$ cat config.mk
export PLATFORM = sky130hd
export DESIGN_NAME = reset_init_sequencer_flat
export DESIGN_NICKNAME = d
export VERILOG_FILES = /design/src/rtl/reset_init_sequencer_if.sv /design/src/rtl/reset_init_sequencer.sv /design/src/flat_wrapper.sv
export SDC_FILE = /design/constraint.sdc
export NUM_CORES = 1
export LEC_CHECK = 0
export BUFFER_PORTS_ARGS = -buffer_cell sky130_fd_sc_hd__clkbuf_2
export CORE_ASPECT_RATIO = 0.7
export CORE_UTILIZATION = 57
export DETAILED_ROUTE_END_ITERATION = 16
export PLACE_DENSITY = 0.81
export SYNTH_ARGS = -nofsm -noshare
export SYNTH_HDL_FRONTEND = slang
export SYNTH_SLANG_ARGS = --single-unit
$ cat constraint.sdc
create_clock -name clock_i -period 3.2 [get_ports clock_i]
set_clock_uncertainty 0.2 [all_clocks]
set_input_delay 0.32 -clock clock_i [delete_from_list [all_inputs] [get_ports clock_i]]
set_output_delay 0.32 -clock clock_i [all_outputs]
set_load 0.02 [all_outputs]
$ cat src/rtl/reset_init_sequencer_if.sv
`default_nettype none
// ============================================================================
// Module      : reset_init_sequencer_if
// Description : Control/status bundle for reset_init_sequencer.
//               Signal suffixes are named from the sequencer's point of view.
//   rearm_req_i    1       single-cycle pulse, restarts the release sequence
//   hold_i         1       freezes the sequence counter while high
//   ch_release_o   NUM_CH  1 = channel i released
//   all_released_o 1       every channel released
//   seq_count_o    CNT_W   current sequence counter value
//   timeout_o      1       sticky watchdog flag
// Revision    : 1.0 - initial release
// ============================================================================
interface reset_init_sequencer_if #(
  parameter int unsigned NUM_CH = 2,
  parameter int unsigned CNT_W  = 16
);
  logic              rearm_req_i;
  logic              hold_i;
  logic [NUM_CH-1:0] ch_release_o;
  logic              all_released_o;
  logic [CNT_W-1:0]  seq_count_o;
  logic              timeout_o;

  // The sequencer itself.
  modport slave (
    input  rearm_req_i, hold_i,
    output ch_release_o, all_released_o, seq_count_o, timeout_o
  );

  // Whoever drives the sequencer controls and watches its status.
  modport master (
    output rearm_req_i, hold_i,
    input  ch_release_o, all_released_o, seq_count_o, timeout_o
  );
endinterface
`default_nettype wire

$ cat src/rtl/reset_init_sequencer.sv
`default_nettype none
// ============================================================================
// Module      : reset_init_sequencer
// Description : Staged reset/init release sequencer. After reset, NUM_CH
//               release outputs are set one by one, each CH_DELAY[i] unheld
//               counting cycles after sequencing starts. Supports hold,
//               soft re-arm (replay) and a run-length watchdog.
//   clock_i  in   sole clock
//   reset_i  in   asynchronous, active-high reset
//   bus      if   reset_init_sequencer_if.slave (controls and status)
// Revision    : 1.0 - initial release
// ============================================================================
module reset_init_sequencer #(
  parameter int unsigned                   NUM_CH         = 2,
  parameter int unsigned                   CNT_W          = 16,
  parameter logic [NUM_CH*CNT_W-1:0]       CH_DELAY       = {16'd50, 16'd30},
  parameter int unsigned                   TIMEOUT_CYCLES = 0,
  parameter int unsigned                   TO_W           = 32
) (
  input  logic                  clock_i,
  input  logic                  reset_i,
  reset_init_sequencer_if.slave bus
);

  localparam logic [1:0] ST_IDLE  = 2'd0;
  localparam logic [1:0] ST_COUNT = 2'd1;
  localparam logic [1:0] ST_DONE  = 2'd2;
  localparam logic [1:0] ST_REARM = 2'd3;

  localparam logic [CNT_W-1:0] CNT_MAX = '1;

  if ((NUM_CH < 1) || (NUM_CH > 16)) begin : g_bad_num_ch
    $fatal(1, "reset_init_sequencer: NUM_CH must be in 1..16");
  end

  logic [1:0]        state_q, state_d, state_pre;
  logic [CNT_W-1:0]  seq_count_q, seq_count_d;
  logic [NUM_CH-1:0] ch_release_q, ch_release_d;
  logic [NUM_CH-1:0] ch_hit;
  logic              all_released_q, all_released_d;
  logic              upd;    // release compare applies on this edge
  logic              rearm;  // clear everything on this edge

  // ch_hit[i]: the counter value being entered equals channel i's delay.
  for (genvar i = 0; i < NUM_CH; i++) begin : g_ch
    assign ch_hit[i] = (seq_count_d == CH_DELAY[i*CNT_W +: CNT_W]);
    if ((64'(CH_DELAY[i*CNT_W +: CNT_W]) >> CNT_W) != 64'd0) begin : g_bad_delay
      $fatal(1, "reset_init_sequencer: CH_DELAY slice does not fit in CNT_W");
    end
  end

  // Counter / state progression. Priority: rearm > hold > increment.
  always_comb begin
    state_pre   = state_q;
    seq_count_d = seq_count_q;
    upd         = 1'b0;
    rearm       = 1'b0;
    case (state_q)
      // COUNT entry edge: counter stays 0, zero-delay channels release here.
      ST_IDLE, ST_REARM: begin
        state_pre = ST_COUNT;
        upd       = 1'b1;
      end
      ST_COUNT: begin
        if (bus.rearm_req_i) begin
          rearm       = 1'b1;
          state_pre   = ST_REARM;
          seq_count_d = '0;
        end else if (all_released_q) begin
          // Only reachable when every delay is zero.
          state_pre = ST_DONE;
        end else if (!bus.hold_i) begin
          if (seq_count_q != CNT_MAX) begin
            seq_count_d = seq_count_q + 1'b1;
          end
          upd = 1'b1;
        end
      end
      ST_DONE: begin
        if (bus.rearm_req_i) begin
          rearm       = 1'b1;
          state_pre   = ST_REARM;
          seq_count_d = '0;
        end
      end
      default: state_pre = ST_IDLE;
    endcase
  end

  // Release bits are sticky; the last one completes the sequence.
  always_comb begin
    ch_release_d = ch_release_q;
    state_d      = state_pre;
    if (rearm) begin
      ch_release_d = '0;
    end else if (upd) begin
      ch_release_d = ch_release_q | ch_hit;
    end
    all_released_d = &ch_release_d;
    if ((state_q == ST_COUNT) && upd && all_released_d) begin
      state_d = ST_DONE;
    end
  end

  always_ff @(posedge clock_i or posedge reset_i) begin
    if (reset_i) begin
      state_q        <= ST_IDLE;
      seq_count_q    <= '0;
      ch_release_q   <= '0;
      all_released_q <= 1'b0;
    end else begin
      state_q        <= state_d;
      seq_count_q    <= seq_count_d;
      ch_release_q   <= ch_release_d;
      all_released_q <= all_released_d;
    end
  end

  assign bus.ch_release_o   = ch_release_q;
  assign bus.all_released_o = all_released_q;
  assign bus.seq_count_o    = seq_count_q;

  if (TIMEOUT_CYCLES > 0) begin : g_wd
    localparam logic [TO_W-1:0] TO_LIMIT = TO_W'(TIMEOUT_CYCLES);

    logic [TO_W-1:0] wd_q, wd_d;
    logic            timeout_q, timeout_d;

    // Counts run length in COUNT and DONE regardless of hold.
    always_comb begin
      wd_d      = wd_q;
      timeout_d = timeout_q;
      if (rearm) begin
        wd_d      = '0;
        timeout_d = 1'b0;
      end else if ((state_q == ST_COUNT) || (state_q == ST_DONE)) begin
        if (wd_q != {TO_W{1'b1}}) begin
          wd_d = wd_q + 1'b1;
        end
        if (wd_d == TO_LIMIT) begin
          timeout_d = 1'b1;
        end
      end
    end

    always_ff @(posedge clock_i or posedge reset_i) begin
      if (reset_i) begin
        wd_q      <= '0;
        timeout_q <= 1'b0;
      end else begin
        wd_q      <= wd_d;
        timeout_q <= timeout_d;
      end
    end

    assign bus.timeout_o = timeout_q;
  end else begin : g_no_wd
    assign bus.timeout_o = 1'b0;
  end

endmodule
`default_nettype wire

$ cat src/flat_wrapper.sv
// flat-port wrapper written by rule: the top's interface ports become plain ports
module reset_init_sequencer_flat 
#(
  parameter int unsigned                   NUM_CH         = 2,
  parameter int unsigned                   CNT_W          = 16,
  parameter logic [NUM_CH*CNT_W-1:0]       CH_DELAY       = {16'd50, 16'd30},
  parameter int unsigned                   TIMEOUT_CYCLES = 0,
  parameter int unsigned                   TO_W           = 32
)
  (clock_i, reset_i, bus_rearm_req_i, bus_hold_i, bus_ch_release_o, bus_all_released_o, bus_seq_count_o, bus_timeout_o);
  reset_init_sequencer_if #(.NUM_CH(NUM_CH), .CNT_W(CNT_W)) bus_i ();
  input  logic clock_i;
  input  logic reset_i;
  input wire logic [$bits(bus_i.rearm_req_i)-1:0] bus_rearm_req_i;
  input wire logic [$bits(bus_i.hold_i)-1:0] bus_hold_i;
  output wire logic [$bits(bus_i.ch_release_o)-1:0] bus_ch_release_o;
  output wire logic [$bits(bus_i.all_released_o)-1:0] bus_all_released_o;
  output wire logic [$bits(bus_i.seq_count_o)-1:0] bus_seq_count_o;
  output wire logic [$bits(bus_i.timeout_o)-1:0] bus_timeout_o;
  assign bus_i.rearm_req_i = bus_rearm_req_i;
  assign bus_i.hold_i = bus_hold_i;
  assign bus_ch_release_o = bus_i.ch_release_o;
  assign bus_all_released_o = bus_i.all_released_o;
  assign bus_seq_count_o = bus_i.seq_count_o;
  assign bus_timeout_o = bus_i.timeout_o;
  reset_init_sequencer #(.NUM_CH(NUM_CH), .CNT_W(CNT_W), .CH_DELAY(CH_DELAY), .TIMEOUT_CYCLES(TIMEOUT_CYCLES), .TO_W(TO_W)) u_core (.clock_i(clock_i), .reset_i(reset_i), .bus(bus_i));
endmodule
* Word-level counts from Yosys, hierarchy flattened
Cells that the tools add are included.
Operators by class: add/sub/neg operators 1, eq/ne operators 8, multiplexer cells 19, bitwise gates (word level) 1, reductions and logical operators 7
Operator list (number):
- two-way mux 16 bit | 5
- one-hot mux 16 bit (2 select lines) | 1
- adder 16 x 1 -> 16 bit (second input constant) | 1
- == test 16 x 5 -> 1 bit (second input constant) | 1
- == test 16 x 6 -> 1 bit (second input constant) | 1
- inequality test 16 bit (second input constant) | 1
- two-way mux 2 bit | 6
- one-hot mux 2 bit (3 select lines) | 1
- two-way mux 1 bit | 5
- == test 2 bit (second input constant) | 2
- inequality test 4 x 3 -> 1 bit (second input constant) | 1
- AND reduction 2 bit | 2
- OR reduction 2 bit | 2
- inequality test 3 x 2 -> 1 bit (second input constant) | 1
- == test 2 x 1 -> 1 bit (second input constant) | 1
- logical AND 1 bit | 2
- logical NOT 2 bit | 1
- OR 2 bit | 1
- one-hot mux 1 bit (2 select lines) | 1
Word-level totals: flip-flop bits (word level) 21, input bits 4, output and inout bits 20, word-level logic and storage cells 40

* Logic depth before layout (Yosys ltp)
Gate-level depths: netlist of run 1.
depth after elaboration 14, mapped depth 13, depth with buffers taken out 11

* Worst setup path before layout of run 1
OpenSTA, ideal clock, no wires.
path type reg-to-reg, start register u_core.seq_count_q[0] (netlist: u_core.bus.seq_count_o[0]), end register u_core.state_q[1], library setup time 0.128 ns, data arrival time 2.623 ns, required time 2.872 ns, path slack 0.249 ns, cell stages (with the launch flop) 11, buffers on the path 0, period minus slack after synthesis 2.951 ns, cell sequence dfrtp_1 ha_1 and4bb_2 and3_1 a311oi_1 or4_1 nor4_4 nand4_1 nand3_2 and2_4 o22ai_2
Between the ends: word-level cells in the longest chain between the ends 14, elaborated cells on any way between the ends 19, those cells by class add/sub (1); eq/ne (5); mux (9); bitwise (1); reduce/logical (3)
Ends and longest elaborated chain:
- start: declaration | line reset_init_sequencer.sv:37 | logic [CNT_W-1:0] seq_count_q, seq_count_d;
- start signal: assignment | line reset_init_sequencer.sv:113 | seq_count_q <= seq_count_d;
- adder 16 x 1 -> 16 bit or inequality test 16 bit (tied branches) | line reset_init_sequencer.sv:74, reset_init_sequencer.sv:73
- two-way mux 16 bit * | line reset_init_sequencer.sv:73 | if (seq_count_q != CNT_MAX) begin
- two-way mux 16 bit * | line reset_init_sequencer.sv:72 | end else if (!bus.hold_i) begin
- two-way mux 16 bit * | line reset_init_sequencer.sv:69 | end else if (all_released_q) begin
- two-way mux 16 bit * | line reset_init_sequencer.sv:65 | if (bus.rearm_req_i) begin
- one-hot mux 16 bit (2 select lines) * | line reset_init_sequencer.sv:58 | case (state_q)
- via u_core.seq_count_d[8] | line reset_init_sequencer.sv:37
- == test 16 x 5 -> 1 bit or == test 16 x 6 -> 1 bit (tied branches) | line reset_init_sequencer.sv:46 | assign ch_hit[i] = (seq_count_d == CH_DELAY[i*CNT_W +: CNT_W]);
- OR 2 bit * | line reset_init_sequencer.sv:97 | ch_release_d = ch_release_q | ch_hit;
- two-way mux 2 bit * | line reset_init_sequencer.sv:96 | end else if (upd) begin
- two-way mux 2 bit * | line reset_init_sequencer.sv:94 | if (rearm) begin
- AND reduction 2 bit * | line reset_init_sequencer.sv:99 | all_released_d = &ch_release_d;
- via u_core.all_released_d | line reset_init_sequencer.sv:40 | logic all_released_q, all_released_d;
- logical AND 1 bit * | line reset_init_sequencer.sv:100 | if ((state_q == ST_COUNT) && upd && all_released_d) begin
- inequality test 4 x 3 -> 1 bit (no line) or inequality test 3 x 2 -> 1 bit (tied branches)
- AND reduction 2 bit (no line)
- end signal: assignment | line reset_init_sequencer.sv:112 | state_q <= state_d;
- end: declaration | line reset_init_sequencer.sv:36 | logic [1:0] state_q, state_d, state_pre;
Mark *: on every way through the listed nets, which the timed path passes. The rest lies on a longest branch. A chain may end at the register's enable or synchronous reset.

* Final worst setup path of run 1
Same ends and word-level chain as after synthesis.

==> results of run 1 <==
## report_power, final
| part | total, mW | internal, mW | switching, mW |
|---|---|---|---|
| sequential | 0.324 | 0.293 | 0.0314 |
| clock | 0.178 | 0.0888 | 0.0891 |
| combinational | 0.616 | 0.244 | 0.372 |
## sequential cells by signal, indices dropped and copies added (netlist names)
name                       flops
u_core.bus.all_released_o      1
u_core.bus.ch_release_o        2
u_core.bus.seq_count_o        16
u_core.state_q                 2
## through the flow
stage	std cells	hold WS, ps	setup WS, ps	utilization
2_1_floorplan	188	96.5	249	-
3_3_place_gp	249	265	70.5	0.703
3_5_place_dp	249	301	64.6	0.703
4_1_cts	253	15.3	40.8	0.720
5_1_grt	254	46.5	6.65	0.739
6_report	254	-14.7	102	0.739
## kinds of logic after synthesis
group	after synthesis	synth area share
compound gates	45	0.216
buf+inv	22	0.0840
simple gates	96	0.358
other cells	1	0.00227
flops	21	0.318
fa+ha+maj	3	0.0227
## how the worst min path moves through the flow
stage	slack, ps	end	cells past startpoint
detailed placement	300	u_core.bus.seq_count_o[2]	2
CTS	20	u_core.bus.seq_count_o[6]	2
floorplan	100	u_core.bus.all_released_o	1
global route	50	u_core.bus.seq_count_o[6]	2
finish	-10	u_core.bus.seq_count_o[6]	2
global placement	260	u_core.bus.seq_count_o[2]	2
## synthesized netlist by cell type, drive strengths merged (6+ instances only)
cell type / n / area share
nor2: 12 / 0.029
dfrtp: 21 / 0.32
buf: 11 / 0.059
a31oi: 6 / 0.030
a21oi: 6 / 0.018
nand4: 10 / 0.045
nand2: 14 / 0.032
and3: 8 / 0.032
inv: 10 / 0.023
o21ai: 7 / 0.021
nor3: 9 / 0.030
nor4: 7 / 0.036
nand3: 8 / 0.027
## area by class of cell
cell class                 instances  area, sq um
tap                               34         42.5
timing repair buffer              40          245
fill                             207          682
inverter                          10         37.5
clock buffer                       4         45.0
multi-input combinational        145         1030
sequential                        21          527
## timing repair
action                                  in CTS  in global routing
endpoints found under the setup margin       0                  3
setup buffers                                0                  1
gates resized for setup                      0                 10
## routing by layer
layer / vias to the layer above / global-route usage / share of wire
met1: 798 / 0.476 / 0.43
met2: 125 / 0.498 / 0.43
met4: 0 / 0.102 / 0.018
met5: - / 0 / 0
met3: 12 / 0.0922 / 0.12
li1: 790 / - / -
==> results.ini, run 1 <==
[logic_synthesis]
netlist_instances = 188
ys_seq_elements = 21
syn-num-nets = 195
synth-async-reset-ratio = 1.00
synth-edff-count = 0
netlist_area_sq_um = 1650
yosysWarnings = 0
yosysSeqAreaShare = 0.318
syn_avg_cell_area_sq_um = 8.80
synth_top_flop_cell = dfrtp_1
yosysUniqueCellTypes = 57

[clock_network]
h-tree-depth = 1
cts_buffers = 3
cts.reportedPaths.clkPinSlew_ps = 90
cts-root-buf = clkbuf_8
clk_latency_ps = 270
cts_sinks = 21
cts_max_path_buffers = 2
cts_tree = built
hold_buffers = 0

[worst_setup_path]
end_kind = flop
startpoint_type = flop
crit_buf_inv = 1
crit_end = u_core.state_q[1]
slowest_stage = or4_4
worstPathCellList = ha_2, and4bb_2, buf_4, a31oi_1, a211oi_1, or4_4, nor4_4, nand4_1, nand3_2, and2_4, o22ai_2
cp-startpoint = u_core.bus.seq_count_o[0]
cp.arrival_ps = 3040
path_class = reg2reg
critPathMaxFanout = 7
worstRegToRegCells = 11
rrSetupSlack_ps = 100
cp.depth = 11
r2r-start = u_core.bus.seq_count_o[0]
cp_top_family = simple AND/OR/NAND/NOR gates
worstPathRequired_ps = 3140
reg2reg_to = u_core.state_q[1]
max_stage_delay_ps = 510

[power_and_ir_drop]
total_power_mw = 1.12
vdd_drop_max_v = 0.000790
p_per_area_nw_per_um2 = 580
p_leak_nw = 0.861

[sta]
worst_slew_pin_slew_ps = 819
hold_violations = 21
rsz0062_at_grt = false
slew_headroom = 0.453
period_minus_slack_ps = 3100
fin_tns_setup_ps = 0
finalCritPeriodShare = 0.968
setup_viol = 0
drv_slew = 0
max_freq_mhz = 323
hold_slack_ps = -14.7

[layout]
stdcell_area_sq_um = 1930
layout.nets = 228
antenna_cells = 0
final_cell_mix = clkbuf_2 (22), dfrtp_1 (20), buf_4 (18)
synthToLayoutAreaGrowth_pct = 16.5
drive_gt1_frac = 0.309
final_common_cell = clkbuf_2

[floorplan]
chipHeight_microns = 47.1
rows = 15
start_util = 0.634
core_area_sq_um = 2610
dieArea_sq_um = 3120
die_x_microns = 66.4
pin_count = 24

[detailed_routing]
drc = 0
antenna_left = 0
wl_mm = 4.65
vias = 1725
route.detailed.wl_per_inst_microns = 18.3
firstDrtPassIters = 5
drtIter0Drc = 321
viasPerCell = 6.79

[worst_hold_path]
hp-class = in2async

[placement]
place_area_sq_um = 1830
finalWeightedCongestion = 0.993
io_buffers = 22
hpwlAfterDp_mm = 3.58

[global_routing]
grt_pass1_wl_mm = 7.51
grt_max_degree = 22
antenna_found_initial = 0
grt.total_usage = 0.334
gr-total-overflow = 0
grt_pass1_vias = 1491

[run_status]
violations = negative hold slack
status = complete, but fails checks

[run]
maxCapViolCount = 0

Note: power is estimated with default switching activity, not from simulation.
==> run 2, diff against run 1 <==
CORE_MARGIN = 8   (was default)
CTS_CLUSTER_SIZE = 14   (was default)
==> results.ini, run 2 (synthesis gave the netlist of run 1 again) <==
[global_routing]
grt.total_usage = 0.218  ; -0.116
use_met3 = 0.0671  ; -0.0252
antenna_found_initial = 0  ; unchanged
use_met2 = 0.339  ; -0.159
met1_usage = 0.295  ; -0.181
grt_max_degree = 22  ; unchanged
gr-total-overflow = 0  ; unchanged
grt_pass1_wl_mm = 8.31  ; +11%
grt_pass1_vias = 1627  ; +9.1%
busiest_layer = met2

[power_and_ir_drop]
seq_power_share = 0.284  ; -0.006
p_switching_mw = 0.512  ; +3.9%
p_leak_nw = 0.874  ; +1.5%
pwr-share-comb = 0.558  ; +0.007
clockPowerShare = 0.158  ; about the same
p_sw_frac = 0.448  ; +0.00729
vdd_drop_max_v = 0.000658  ; -17%
p_per_area_nw_per_um2 = 592  ; +2.0%
intPower_mw = 0.631  ; +0.87%

[layout]
synthToLayoutAreaGrowth_pct = 16.7
antenna_cells = 0  ; unchanged
stdcell_area_sq_um = 1930  ; +0.19%
final_common_cell = clkbuf_2
largest_reg_flops = 16  ; unchanged
final_cell_mix = clkbuf_2 (22), buf_4 (20), dfrtp_1 (20)
drive_gt1_frac = 0.311  ; +0.00172
layout.nets = 230  ; +0.88%

[detailed_routing]
antenna_left = 0  ; unchanged
vias = 1776  ; +3.0%
viasPerCell = 6.88  ; +1.4%
wl_mm = 5.18  ; +11%
route.detailed.wl_per_inst_microns = 20.1  ; +9.7%
drtIter0Drc = 308  ; -4.0%
firstDrtPassIters = 5  ; unchanged
drc = 0  ; unchanged

[sta]
drv_slew = 0  ; unchanged
hold_slack_ps = -6.04  ; +8.68 ps
worst_slew_pin_slew_ps = 836  ; +17.4 ps
hold_violations = 20  ; -4.8%
fin_tns_setup_ps = 0  ; unchanged
slew_headroom = 0.442  ; -0.0116
setup_viol = 0  ; unchanged
period_minus_slack_ps = 3040  ; -53.4 ps
finalCritPeriodShare = 0.952  ; -0.0167
max_freq_mhz = 328  ; +1.8%
rsz0062_at_grt = false

[floorplan]
rows = 16  ; +1
die_x_microns = 80.4  ; +21%
core_area_sq_um = 2780  ; +6.7%
dieArea_sq_um = 4910  ; +57%
start_util = 0.594  ; -0.0396
chipHeight_microns = 61.1  ; +30%
pin_count = 24  ; unchanged

[run_status]
status = complete, but fails checks
violations = negative hold slack

[run]
maxCapViolCount = 0  ; unchanged

[clock_network]
clk_latency_ps = 270  ; about the same
cts_buffers = 3  ; unchanged
cts_tree = built
cts_sinks = 21  ; unchanged
cts_setup_buffers = 0  ; unchanged
cts_max_path_buffers = 2  ; unchanged
hold_buffers = 0  ; unchanged
cts.reportedPaths.clkPinSlew_ps = 90  ; about the same
cts-root-buf = clkbuf_8
cts_resized = 0  ; unchanged
h-tree-depth = 1  ; unchanged

[worst_setup_path]
slowest_stage = or4_1
worstPathRequired_ps = 3150  ; about the same
cp.arrival_ps = 2990  ; -50 ps
critPathMaxFanout = 7  ; unchanged
end_kind = flop
path_class = reg2reg
worstRegToRegCells = 10  ; -1
max_stage_delay_ps = 570  ; +60 ps
worstPathCellList = ha_2, and4bb_2, and3_1, a311oi_1, or4_1, nor4_4, nand4_1, nand3_2, and2_4, o22ai_2
startpoint_type = flop

[placement]
io_buffers = 22  ; unchanged
finalWeightedCongestion = 1.06  ; +6.7%
place_area_sq_um = 1860  ; +1.4%
hpwlAfterDp_mm = 3.92  ; +9.5%

[worst_hold_path]
hp-class = in2async

-- run 2: layer usage --
layer  routed length, microns  vias up
met1                     2210      842
met4                       62        0
li1                         -      789
met3                      620       13
met5                        0        -
met2                     2290      132
-- run 2: through the flow --
stage                     utilization  total power, mW  cells  worst slack [ps]
after floorplan                     -            0.746    188               249
after global placement          0.668            0.889    254               190
after detailed placement        0.668            0.911    254               102
after CTS                       0.684             1.09    258              92.9
after global routing            0.694             1.21    258              9.96
final                           0.694             1.14    258               155
-- run 2: cell type report --
type / count / area, sq um
Tap cell: 36 / 45.0
Inverter: 10 / 37.5
Timing Repair Buffer: 42 / 260
Multi-Input combinational cell: 145 / 1010
Clock buffer: 3 / 41.3
Sequential cell: 21 / 527
Clock inverter: 1 / 5.00
Fill cell: 242 / 852
-- run 2: worst paths after layout --
path / slack [ps] / end / start
setup / recovery: 160 / u_core.state_q[1] / u_core.bus.seq_count_o[0]
hold / removal: -6 / u_core.bus.seq_count_o[1] / reset_i
setup reg to reg: 160 / u_core.state_q[1] / u_core.bus.seq_count_o[0]
hold reg to reg: 340 / u_core.bus.ch_release_o[1] / u_core.bus.ch_release_o[1]
max in group asynchronous: 2240 / u_core.bus.seq_count_o[0] / reset_i
min in group clock_i: 340 / u_core.bus.ch_release_o[1] / u_core.bus.ch_release_o[1]
-- run 2: power by group through the flow --
stage                     Combinational, mW  Clock [mW]  Sequential (mW)
after global routing                  0.693       0.193            0.327
after detailed placement              0.586           0            0.325
after floorplan                       0.413           0            0.333
final                                 0.637       0.181            0.325
after CTS                             0.585       0.183            0.319
after global placement                0.568           0            0.321
-- run 2: critical path: cells and delay by family (launching register included) --
family                   cells  cell delay (ps)
AO/OA/AOI/OAI                2              200
adder cells (fa/ha/maj)      1              240
flip-flops                   1              430
AND/OR/NAND/NOR              7             1840
